$ cat config.mk
export PLATFORM = sky130hd
export DESIGN_NAME = mdr_mem_ctrl
export DESIGN_NICKNAME = d
export VERILOG_FILES = /design/src/rtl/mdr_pkg.sv /design/src/rtl/mdr_lane_extract.sv /design/src/rtl/mdr_mem_ctrl.sv
export SDC_FILE = /design/constraint.sdc
export NUM_CORES = 1
export LEC_CHECK = 0
export BUFFER_PORTS_ARGS = -buffer_cell sky130_fd_sc_hd__buf_2
export CAP_MARGIN = 20
export CORE_ASPECT_RATIO = 0.7
export CORE_UTILIZATION = 35
export DETAILED_ROUTE_END_ITERATION = 8
export PLACE_DENSITY = 0.55
export SETUP_SLACK_MARGIN = 0.4
export SLEW_MARGIN = 10
export SYNTH_ARGS = -nofsm -noshare
export SYNTH_HDL_FRONTEND = slang
export SYNTH_SLANG_ARGS = --single-unit
$ cat constraint.sdc
create_clock -name clock -period 2.94 [get_ports clock]
set_input_delay 0.294 -clock clock [delete_from_list [all_inputs] [get_ports clock]]
set_output_delay 0.294 -clock clock [all_outputs]
set_load 0.02 [all_outputs]
$ cat src/rtl/mdr_pkg.sv
`default_nettype none
// ============================================================================
// Module   : mdr_pkg
// Purpose  : Shared encodings for the MDR memory controller: access size
//            codes and controller state enumeration.
// Revision : 1.0 - initial release
// ============================================================================
package mdr_pkg;

  // Access size as presented on the size input; 2'b11 behaves as a word.
  typedef enum logic [1:0] {
    SZ_BYTE   = 2'b00,
    SZ_HALF   = 2'b01,
    SZ_WORD   = 2'b10,
    SZ_WORD_X = 2'b11
  } mdr_size_e;

  // Controller states: idle, waiting for read ack, waiting for write ack.
  typedef enum logic [1:0] {
    ST_IDLE    = 2'b00,
    ST_RD_WAIT = 2'b01,
    ST_WR_WAIT = 2'b10
  } mdr_state_e;

endpackage
`default_nettype wire

$ cat src/rtl/mdr_lane_extract.sv
`default_nettype none
// ============================================================================
// Module   : mdr_lane_extract
// Purpose  : Combinational lane logic. Selects the addressed byte/half/word
//            from a memory word with zero or sign extension, and produces the
//            matching byte-enable mask and an alignment fault flag.
// Revision : 1.0 - initial release
// ============================================================================
module mdr_lane_extract
  import mdr_pkg::*;
#(
  parameter  int DATA_WIDTH = 32,
  localparam int LANES      = DATA_WIDTH / 8,
  localparam int AW         = $clog2(LANES)
) (
  input  logic [DATA_WIDTH-1:0] i_data,
  input  logic [1:0]            i_size,
  input  logic                  i_sign,
  input  logic [AW-1:0]         i_addr,
  output logic [DATA_WIDTH-1:0] o_data,
  output logic [LANES-1:0]      o_be,
  output logic                  o_misaligned
);

  logic [AW-1:0] w_half_addr;
  logic [7:0]    w_byte;
  logic [15:0]   w_half;

  // A half-word always starts on an even lane, so the low address bit is dropped.
  assign w_half_addr = i_addr & ~AW'(1);
  assign w_byte      = 8'(i_data >> {i_addr, 3'b000});
  assign w_half      = 16'(i_data >> {w_half_addr, 3'b000});

  // Per-size data extension, lane mask and alignment check.
  always_comb begin
    o_data       = i_data;
    o_be         = '1;
    o_misaligned = (i_addr != '0);
    case (i_size)
      SZ_BYTE: begin
        o_data       = i_sign ? DATA_WIDTH'($signed(w_byte)) : DATA_WIDTH'(w_byte);
        o_be         = LANES'(1) << i_addr;
        o_misaligned = 1'b0;
      end
      SZ_HALF: begin
        o_data       = i_sign ? DATA_WIDTH'($signed(w_half)) : DATA_WIDTH'(w_half);
        o_be         = LANES'(3) << w_half_addr;
        o_misaligned = i_addr[0];
      end
      default: ;
    endcase
  end

endmodule
`default_nettype wire

$ cat src/rtl/mdr_mem_ctrl.sv
`default_nettype none
// ============================================================================
// Module   : mdr_mem_ctrl
// Purpose  : Memory data register with a byte/half/word memory access
//            sequencer. Issues reads/writes, waits for mem_ack with a bounded
//            timeout, aligns and extends read data into the MDR.
// Revision : 1.0 - initial release
// ============================================================================
module mdr_mem_ctrl
  import mdr_pkg::*;
#(
  parameter  int DATA_WIDTH = 32,
  parameter  int TIMEOUT    = 15,
  localparam int LANES      = DATA_WIDTH / 8,
  localparam int AW         = $clog2(LANES)
) (
  input  logic                  clock,
  input  logic                  clear_n,
  input  logic                  MDRin,
  input  logic [DATA_WIDTH-1:0] BusMuxOut,
  input  logic                  start_rd,
  input  logic                  start_wr,
  input  logic [1:0]            size,
  input  logic                  sign,
  input  logic [AW-1:0]         addr_lo,
  input  logic [DATA_WIDTH-1:0] Mdatain,
  input  logic                  mem_ack,
  output logic                  mem_rd,
  output logic                  mem_wr,
  output logic [LANES-1:0]      mem_be,
  output logic [DATA_WIDTH-1:0] mem_wdata,
  output logic [DATA_WIDTH-1:0] mdr_q,
  output logic                  busy,
  output logic                  done,
  output logic                  err
);

  localparam int CW = $clog2(TIMEOUT + 1);

  mdr_state_e            r_state;
  logic [CW-1:0]         r_cnt;
  logic [1:0]            r_size;
  logic                  r_sign;
  logic [AW-1:0]         r_addr;
  logic [DATA_WIDTH-1:0] r_mdr;
  logic                  r_mem_rd;
  logic                  r_mem_wr;
  logic [LANES-1:0]      r_mem_be;
  logic [DATA_WIDTH-1:0] r_mem_wdata;
  logic                  r_busy;
  logic                  r_done;
  logic                  r_err;

  logic                  w_in_wait;
  logic [1:0]            w_x_size;
  logic                  w_x_sign;
  logic [AW-1:0]         w_x_addr;
  logic [DATA_WIDTH-1:0] w_rd_data;
  logic [LANES-1:0]      w_be;
  logic                  w_misaligned;
  logic [DATA_WIDTH-1:0] w_wdata;

  // One lane unit serves both phases: live request fields in IDLE (for the
  // byte enables and alignment check), latched fields while waiting (for the
  // read data extraction at ack time).
  assign w_in_wait = (r_state != ST_IDLE);
  assign w_x_size  = w_in_wait ? r_size : size;
  assign w_x_sign  = w_in_wait ? r_sign : sign;
  assign w_x_addr  = w_in_wait ? r_addr : addr_lo;

  mdr_lane_extract #(
    .DATA_WIDTH (DATA_WIDTH)
  ) u_lane (
    .i_data       (Mdatain),
    .i_size       (w_x_size),
    .i_sign       (w_x_sign),
    .i_addr       (w_x_addr),
    .o_data       (w_rd_data),
    .o_be         (w_be),
    .o_misaligned (w_misaligned)
  );

  // Write data: low byte or half of the MDR replicated over every lane.
  always_comb begin
    w_wdata = r_mdr;
    for (int i = 0; i < LANES; i++) begin
      if (size == SZ_BYTE) begin
        w_wdata[8*i +: 8] = r_mdr[7:0];
      end else if (size == SZ_HALF) begin
        w_wdata[8*i +: 8] = (i % 2 == 0) ? r_mdr[7:0] : r_mdr[15:8];
      end
    end
  end

  // Controller FSM with all outputs registered.
  always_ff @(posedge clock) begin
    if (!clear_n) begin
      r_state     <= ST_IDLE;
      r_cnt       <= '0;
      r_size      <= '0;
      r_sign      <= 1'b0;
      r_addr      <= '0;
      r_mdr       <= '0;
      r_mem_rd    <= 1'b0;
      r_mem_wr    <= 1'b0;
      r_mem_be    <= '0;
      r_mem_wdata <= '0;
      r_busy      <= 1'b0;
      r_done      <= 1'b0;
      r_err       <= 1'b0;
    end else begin
      r_done <= 1'b0;
      r_err  <= 1'b0;
      case (r_state)
        ST_IDLE: begin
          if (start_rd || start_wr) begin
            if (w_misaligned) begin
              r_err <= 1'b1;
            end else begin
              r_size   <= size;
              r_sign   <= sign;
              r_addr   <= addr_lo;
              r_cnt    <= '0;
              r_mem_be <= w_be;
              r_busy   <= 1'b1;
              if (start_rd) begin
                r_state  <= ST_RD_WAIT;
                r_mem_rd <= 1'b1;
              end else begin
                r_state     <= ST_WR_WAIT;
                r_mem_wr    <= 1'b1;
                r_mem_wdata <= w_wdata;
              end
            end
          end else if (MDRin) begin
            r_mdr <= BusMuxOut;
          end
        end
        ST_RD_WAIT, ST_WR_WAIT: begin
          // An ack on the last allowed wait cycle still counts as success.
          if (mem_ack) begin
            if (r_state == ST_RD_WAIT) begin
              r_mdr <= w_rd_data;
            end
            r_done   <= 1'b1;
            r_mem_rd <= 1'b0;
            r_mem_wr <= 1'b0;
            r_busy   <= 1'b0;
            r_state  <= ST_IDLE;
          end else if (r_cnt == CW'(TIMEOUT)) begin
            r_err    <= 1'b1;
            r_mem_rd <= 1'b0;
            r_mem_wr <= 1'b0;
            r_busy   <= 1'b0;
            r_state  <= ST_IDLE;
          end else begin
            r_cnt <= r_cnt + CW'(1);
          end
        end
        default: begin
          r_state  <= ST_IDLE;
          r_mem_rd <= 1'b0;
          r_mem_wr <= 1'b0;
          r_busy   <= 1'b0;
        end
      endcase
    end
  end

  assign mem_rd    = r_mem_rd;
  assign mem_wr    = r_mem_wr;
  assign mem_be    = r_mem_be;
  assign mem_wdata = r_mem_wdata;
  assign mdr_q     = r_mdr;
  assign busy      = r_busy;
  assign done      = r_done;
  assign err       = r_err;

endmodule
`default_nettype wire

**After elaboration in Yosys (flattened, before gate mapping)**

Cells that the tools add are included.
W data, S select, Z words.

- Register bits after elaboration: 84
- Output and inout port bits: 73
- Logic and storage cells: 100

- Shifts and indexed selects: 4
- Eq/ne operators: 16
- Multiplexer cells: 48
- Add/sub/neg operators: 1
- Bitwise gates (word level): 2
- Reductions and logical operators: 16

Operator list:

| operator | number |
|---|---|
| $mux W32 | 6 |
| $pmux W32 S2 | 2 |
| $mux W8 | 5 |
| $shr A32 B5 Y16 | 1 |
| $shr A32 B5 Y8 | 1 |
| $ne A2 B2 Y1 const B | 10 |
| $mux W1 | 16 |
| $mux W4 | 4 |
| $pmux W4 S2 | 2 |
| $mux W2 | 7 |
| $reduce_and A4 Y1 | 3 |
| $pmux W1 S2 | 5 |
| $reduce_and A5 Y1 | 2 |
| $eq A2 B1 Y1 const B | 3 |
| $logic_not A2 Y1 | 3 |
| $reduce_and A3 Y1 | 2 |
| $reduce_bool A2 Y1 | 3 |
| $add A4 B1 Y4 const B | 1 |
| $eq A4 B4 Y1 const B | 1 |
| $pmux W2 S2 | 1 |
| $shl A1 B2 Y4 const A | 1 |
| $shl A2 B2 Y4 const A | 1 |
| $ne A3 B3 Y1 const B | 1 |
| $eq A2 B2 Y1 const B | 1 |
| 4 further kinds | 5 |

**Depth between registers and ports, before layout**

- Depth after elaboration: 8
- Gate-level depth with buffers: 12

**By module**

Synthesis repeated with hierarchy kept, for this count alone.

- Cell total of the unflattened synthesis: 575
- Area total of the unflattened synthesis: 5022.3 µm²

By module, submodules not included:

| module | cells an instance | seq. area each (µm²) | instances | area an instance (µm²) |
|---|---|---|---|---|
| mdr_mem_ctrl | 449 | 1681.6 | 1 | 4093.9 |
| mdr_lane_extract | 126 | 0.0 | 1 | 928.4 |

**Worst setup path after synthesis**

OpenSTA, ideal clock, no wires.

- Path kind: register -> register
- From: register r_state[0]
- To: register r_mdr[0] (netlist: mdr_q[0])
- Stages on the path, launching flop included: 12
- Required time: 2.823 ns
- Clock period less this slack: 2.120 ns
- Arrival time: 2.002 ns
- Setup slack: 0.820 ns
- Cells stage by stage: dfxtp_1 inv_1 ha_1 buf_4 buf_6 buf_2 nand3b_1 o22a_1 nand3_1 a21oi_1 o21ai_0 a32o_1

- Longest elaborated chain between the ends: 8
- Elaborated cells on any way between the ends: 23

RTL lines:

| element | line | RTL |
|---|---|---|
| start, declared | mdr_mem_ctrl.sv:40 | `mdr_state_e r_state;` |
| start signal, assigned | mdr_mem_ctrl.sv:98 | `r_state <= ST_IDLE;` |
| start signal, assigned | mdr_mem_ctrl.sv:127 | `r_state <= ST_RD_WAIT;` |
| start signal, assigned | mdr_mem_ctrl.sv:130 | `r_state <= ST_WR_WAIT;` |
| $reduce_bool A2 Y1 | mdr_mem_ctrl.sv:66 | `assign w_in_wait = (r_state != ST_IDLE);` |
| $mux W2 | mdr_mem_ctrl.sv:69 | `assign w_x_addr = w_in_wait ? r_addr : addr_lo;` |
| $shr A32 B5 Y16 or $shr A32 B5 Y8 (tied branches) | mdr_lane_extract.sv:32, mdr_lane_extract.sv:31 |  |
| $mux W32 (on tied branches) | mdr_lane_extract.sv:46, mdr_lane_extract.sv:41 |  |
| $pmux W32 S2 | mdr_lane_extract.sv:39 | `case (i_size)` |
| $mux W32 | mdr_mem_ctrl.sv:142 | `if (r_state == ST_RD_WAIT) begin` |
| $mux W32 | mdr_mem_ctrl.sv:141 | `if (mem_ack) begin` |
| $pmux W32 S2 | mdr_mem_ctrl.sv:114 | `case (r_state)` |
| end signal, assigned | mdr_mem_ctrl.sv:136 | `r_mdr <= BusMuxOut;` |
| end signal, assigned | mdr_mem_ctrl.sv:143 | `r_mdr <= w_rd_data;` |
| end, declared | mdr_mem_ctrl.sv:45 | `logic [DATA_WIDTH-1:0] r_mdr;` |

Parallel ways exist; a longest one is shown, timed or not. The select of a mux whose other input is x is not followed.
A chain may end at the register's enable or synchronous reset.

**Worst setup path in the final report**

- From: register r_state[0]
- To: register r_mdr[5] (netlist: mdr_q[5])

Same word-level chain as after synthesis.

==> metrics.log <==
[metrics] design area: 5800 um^2
[metrics] startpoint of the worst-slack reg-to-reg timing path: r_state[0]$_SDFFE_PN0P_
[metrics] outcome: finished clean
[metrics] capturing element type of the critical path: register
[metrics] RSZ-0062 raised after global routing: no
[metrics] number of enable flip-flop cells after synthesis: 0
[metrics] Static Leakage: roughly 2.5 nW
[metrics] met3 wire length: between 1000 and 1500 um
[metrics] critical path startpoint category: register
[metrics] highest attainable clock frequency: approximately 420 MHz
[metrics] DR vias/cell: 5.56
[metrics] launch instance of the worst min-delay path: mem_ack
[metrics] number of synthesized register bits: 84
[metrics] layout net count: slightly above 800
[metrics] Synth Area per Inst: 7.70 um^2
[metrics] fin crit period: approximately 2400 ps
[metrics] initial antenna violation count: 0
[metrics] highest signal layer in the routed design: met4
[metrics] Root Driver: sky130_fd_sc_hd__clkbuf_16
[metrics] I/O pin count: 148
[metrics] primary flip-flop cell chosen by synthesis mapping: sky130_fd_sc_hd__dfxtp_1
[metrics] arrival time reported for the critical path endpoint: roughly 2600 ps
[metrics] synth top area cells: sky130_fd_sc_hd__dfxtp_1 36%, sky130_fd_sc_hd__o21ai_0 10%, sky130_fd_sc_hd__nand2_1 7.5%
[metrics] placer congestion estimate: 0.907
[metrics] final count of hold timing violations: 0
[metrics] Setup TNS: 0 ps
[metrics] yosys synthesis warning count: 0
[metrics] placed wire-length estimate: roughly 13000 um
[metrics] cell type contributing the most total cell area after synthesis: sky130_fd_sc_hd__dfxtp_1
[metrics] synth unique cells: 55
[metrics] area grow syn2layout: 24.1%
[metrics] final WL: 17300 um
[metrics] internal power contribution: ~3.2 mW
[metrics] total cell area at the placement stage: 5480 um^2
[metrics] share of the cycle needed by the critical path after routing: between 80 and 90%
[metrics] Clock Skew: approximately 8.4 ps
[metrics] crit path buf inv count: 3
[metrics] async set-reset flop share out of synthesis: 0%
[metrics] worst relative slew slack: 51.1%
[metrics] register clock-pin slew on the reported worst setup and hold paths: approximately 70 ps
[metrics] via count of the first global-routing pass: 4612
[metrics] maximum number of pins on one net before global-route repair: 65
[metrics] reported net switching power: 2.93 mW
[metrics] total of buffers placed on input and output ports: between 100 and 150
[metrics] wire length on met1: 8770 um
[metrics] die height: a little under 100 um
[metrics] final-report max-slew violation count: 0
[metrics] Synth Net Count: between 600 and 700
[metrics] worst slew pin tran: 733 ps
[metrics] count of hold buffers inserted by post-cts repair: 0
[metrics] Met2 Routed Length: approximately 7000 um
[metrics] CTS H-Tree Depth: 3
[metrics] CP max stage delay: 320 ps
[metrics] Placement Rows: 34
[metrics] sequential power share: around 27%
[metrics] source-to-sink clock delay at the later pin of the worst-skew pair: 350 ps
[metrics] Filler Cell Count: 1315
[metrics] proportion of power drawn by the clock network: between 15 and 20%
[metrics] number of antenna diodes: 0
[metrics] number of cells produced by synthesis: between 600 and 700
[metrics] share of synthesized area occupied by flip-flops and latches: between 30 and 40%
[metrics] FF/Latch Area: ~1700 um^2
[metrics] type of the worst min-delay path: primary input to register
[metrics] combinational share of power: 53.1%
[metrics] PwrDens: 1060 nW/um^2
[metrics] synthesized area: around 4700 um^2
[metrics] DIE WIDTH: approximately 140 um
[metrics] critical path required time: roughly 3200 ps
[metrics] number of optimization iterations in the first detailed-route pass: 5
[metrics] most frequent cells after synthesis: 93 x sky130_fd_sc_hd__nand2_1, 93 x sky130_fd_sc_hd__o21ai_0, 84 x sky130_fd_sc_hd__dfxtp_1
[metrics] standard cell with the maximum stage delay on the critical path: sky130_fd_sc_hd__dfxtp_1
[metrics] post-route DRC violation count: 0
[metrics] via total after detailed routing: a little under 5000
[metrics] total clock sinks: 84
[metrics] WL per Instance: about 20 um
[metrics] remaining global-route overflow: 0
[metrics] fraction of power spent switching nets: between 40% and 50%
[metrics] highest net fanout along the worst path: 18
[metrics] Synth top area share: between 30% and 40%
[metrics] Multi-input gate area: approximately 2700 um^2
[metrics] ratio of cells with drive above 1 in the final layout: 27.5%
[metrics] worst voltage drop across the vdd grid: 343 uV
[metrics] CTS tree: yes
[metrics] die area: 13800 um^2
[metrics] first-pass GRT wire length: approximately 27000 um
[metrics] Worst Path Class, Setup: register to register
[metrics] number of buffers on the longest clock path: 2
[metrics] clock buffers created by TritonCTS: 9
[metrics] startpoint of the most critical setup path: r_state[0]$_SDFFE_PN0P_
[metrics] Setup-failing EPs final: 0
[metrics] overall track demand over capacity in global routing: approximately a quarter
[metrics] initial detailed-routing violation count: just under 400
[metrics] starting density of the core: a little under two fifths
[metrics] Antenna Violating Nets Remaining: 0
[metrics] Cell Chain, Critical Path: inv_1 > ha_4 > buf_4 > mux2i_4 > buf_4 > mux2i_1 > nand2_1 > o21ai_0 > o21ai_0 > a32o_1
[metrics] area of the core: around 13000 um^2
[metrics] CP top delay family: compound AO/OA/AOI/OAI gates
[metrics] number of max-cap violations: 0
metal layers:
| metal | track usage (%) | up-vias |
|---|---|---|
| met2 | 35.2 | 231 |
| met4 | 6.51 | 0 |
| met5 | 0 | - |
| met1 | 39.3 | 2294 |
| met3 | 5.69 | 14 |
| li1 | - | 2425 |
metrics by stage:
stage          power [mW]  hold WS [ps]  instances  worst slack (ps)  util [%]
6_report             6.17           188        893               552      45.6
5_1_grt              6.59           186        893               466      45.6
4_1_cts              6.12           180        893               485      45.5
3_5_place_dp         4.91           449        877               300      43.1
3_3_place_gp         4.87           441        877               386      43.1
2_1_floorplan        3.96           438        607               820         -
placed cells by master (no fill, tap or decap), types with 3 or more instances in the layout:
master                      netlist  routed
sky130_fd_sc_hd__nand2_1         93      93
sky130_fd_sc_hd__a311oi_1         8       8
sky130_fd_sc_hd__nor2b_1          3       3
sky130_fd_sc_hd__a31oi_1         18      18
sky130_fd_sc_hd__mux2i_1         28      28
sky130_fd_sc_hd__nor3_1           4       4
sky130_fd_sc_hd__a21o_1           5       5
sky130_fd_sc_hd__inv_6            0       3
sky130_fd_sc_hd__nand3_1         23      23
sky130_fd_sc_hd__a21oi_1         33      33
sky130_fd_sc_hd__ha_1             4       3
sky130_fd_sc_hd__mux2_2           3       3
sky130_fd_sc_hd__nor3b_1          3       3
sky130_fd_sc_hd__o21ai_0         93      93
sky130_fd_sc_hd__nor2_1          52      51
sky130_fd_sc_hd__buf_2           12     147
sky130_fd_sc_hd__a221oi_1         8       8
sky130_fd_sc_hd__and2_1           4       4
sky130_fd_sc_hd__clkbuf_16        0       9
sky130_fd_sc_hd__o21ai_1         14      14
sky130_fd_sc_hd__a211oi_1        16      16
sky130_fd_sc_hd__buf_4           13      18
sky130_fd_sc_hd__and3_1           3       3
sky130_fd_sc_hd__inv_1            8       8
sky130_fd_sc_hd__dfxtp_1         84      84
sky130_fd_sc_hd__a32o_1           7       7
final cells by class:
type	count	area share (%)
tap	162	3.50
clock inverter	7	1.38
timing repair buffer	166	15.4
multi-input combinational	456	46.3
sequential	84	29.0
clock buffer	9	3.89
inverter	9	0.583
cells by family after synthesis:
family          count (synthesis)  synth area share [%]
compound gates                224                  30.6
fa+ha+maj                       4                  1.07
buf+inv                        67                  6.91
flops                          84                  36.0
mux                            32                  7.20
simple gates                  196                  18.2
timing repair:
item / CTS / global route
resized for setup: 1 / 1
endpoints found under the hold margin: 0 / 0
cloned: 0 / 0
buffers inserted: 0 / 0
setup endpoints to repair: 8 / 7
final timing paths:
| path | endpoint | slack (ps) | cells past startpoint |
|---|---|---|---|
| worst max-delay path | mdr_q[5]$_SDFFE_PN0P_ | 550 | 10 |
| worst min-delay path | done$_SDFF_PN0_ | 190 | 2 |
| worst max register to register | mdr_q[5]$_SDFFE_PN0P_ | 550 | 10 |
| worst min register to register | mem_wdata[6]$_SDFFE_PN0P_ | 450 | 2 |
power groups by stage:
stage               Clock, mW  Combinational, mW  Sequential, mW
global placement            0               3.17            1.70
global route             1.28               3.59            1.72
floorplan                   0               2.12            1.85
finish                   1.20               3.28            1.69
detailed placement          0               3.20            1.71
CTS                      1.22               3.21            1.68
sequential cells by signal (all words and copies together) (netlist names):
| name | count |
|---|---|
| mdr_q | 32 |
| mem_wdata | 32 |
| mem_be | 4 |
| r_cnt | 4 |
| r_addr | 2 |
| r_size | 2 |
| r_state | 2 |
| busy | 1 |
| done | 1 |
| err | 1 |
| mem_rd | 1 |
| mem_wr | 1 |
| r_sign | 1 |
Power figures use the tool's default switching activity.
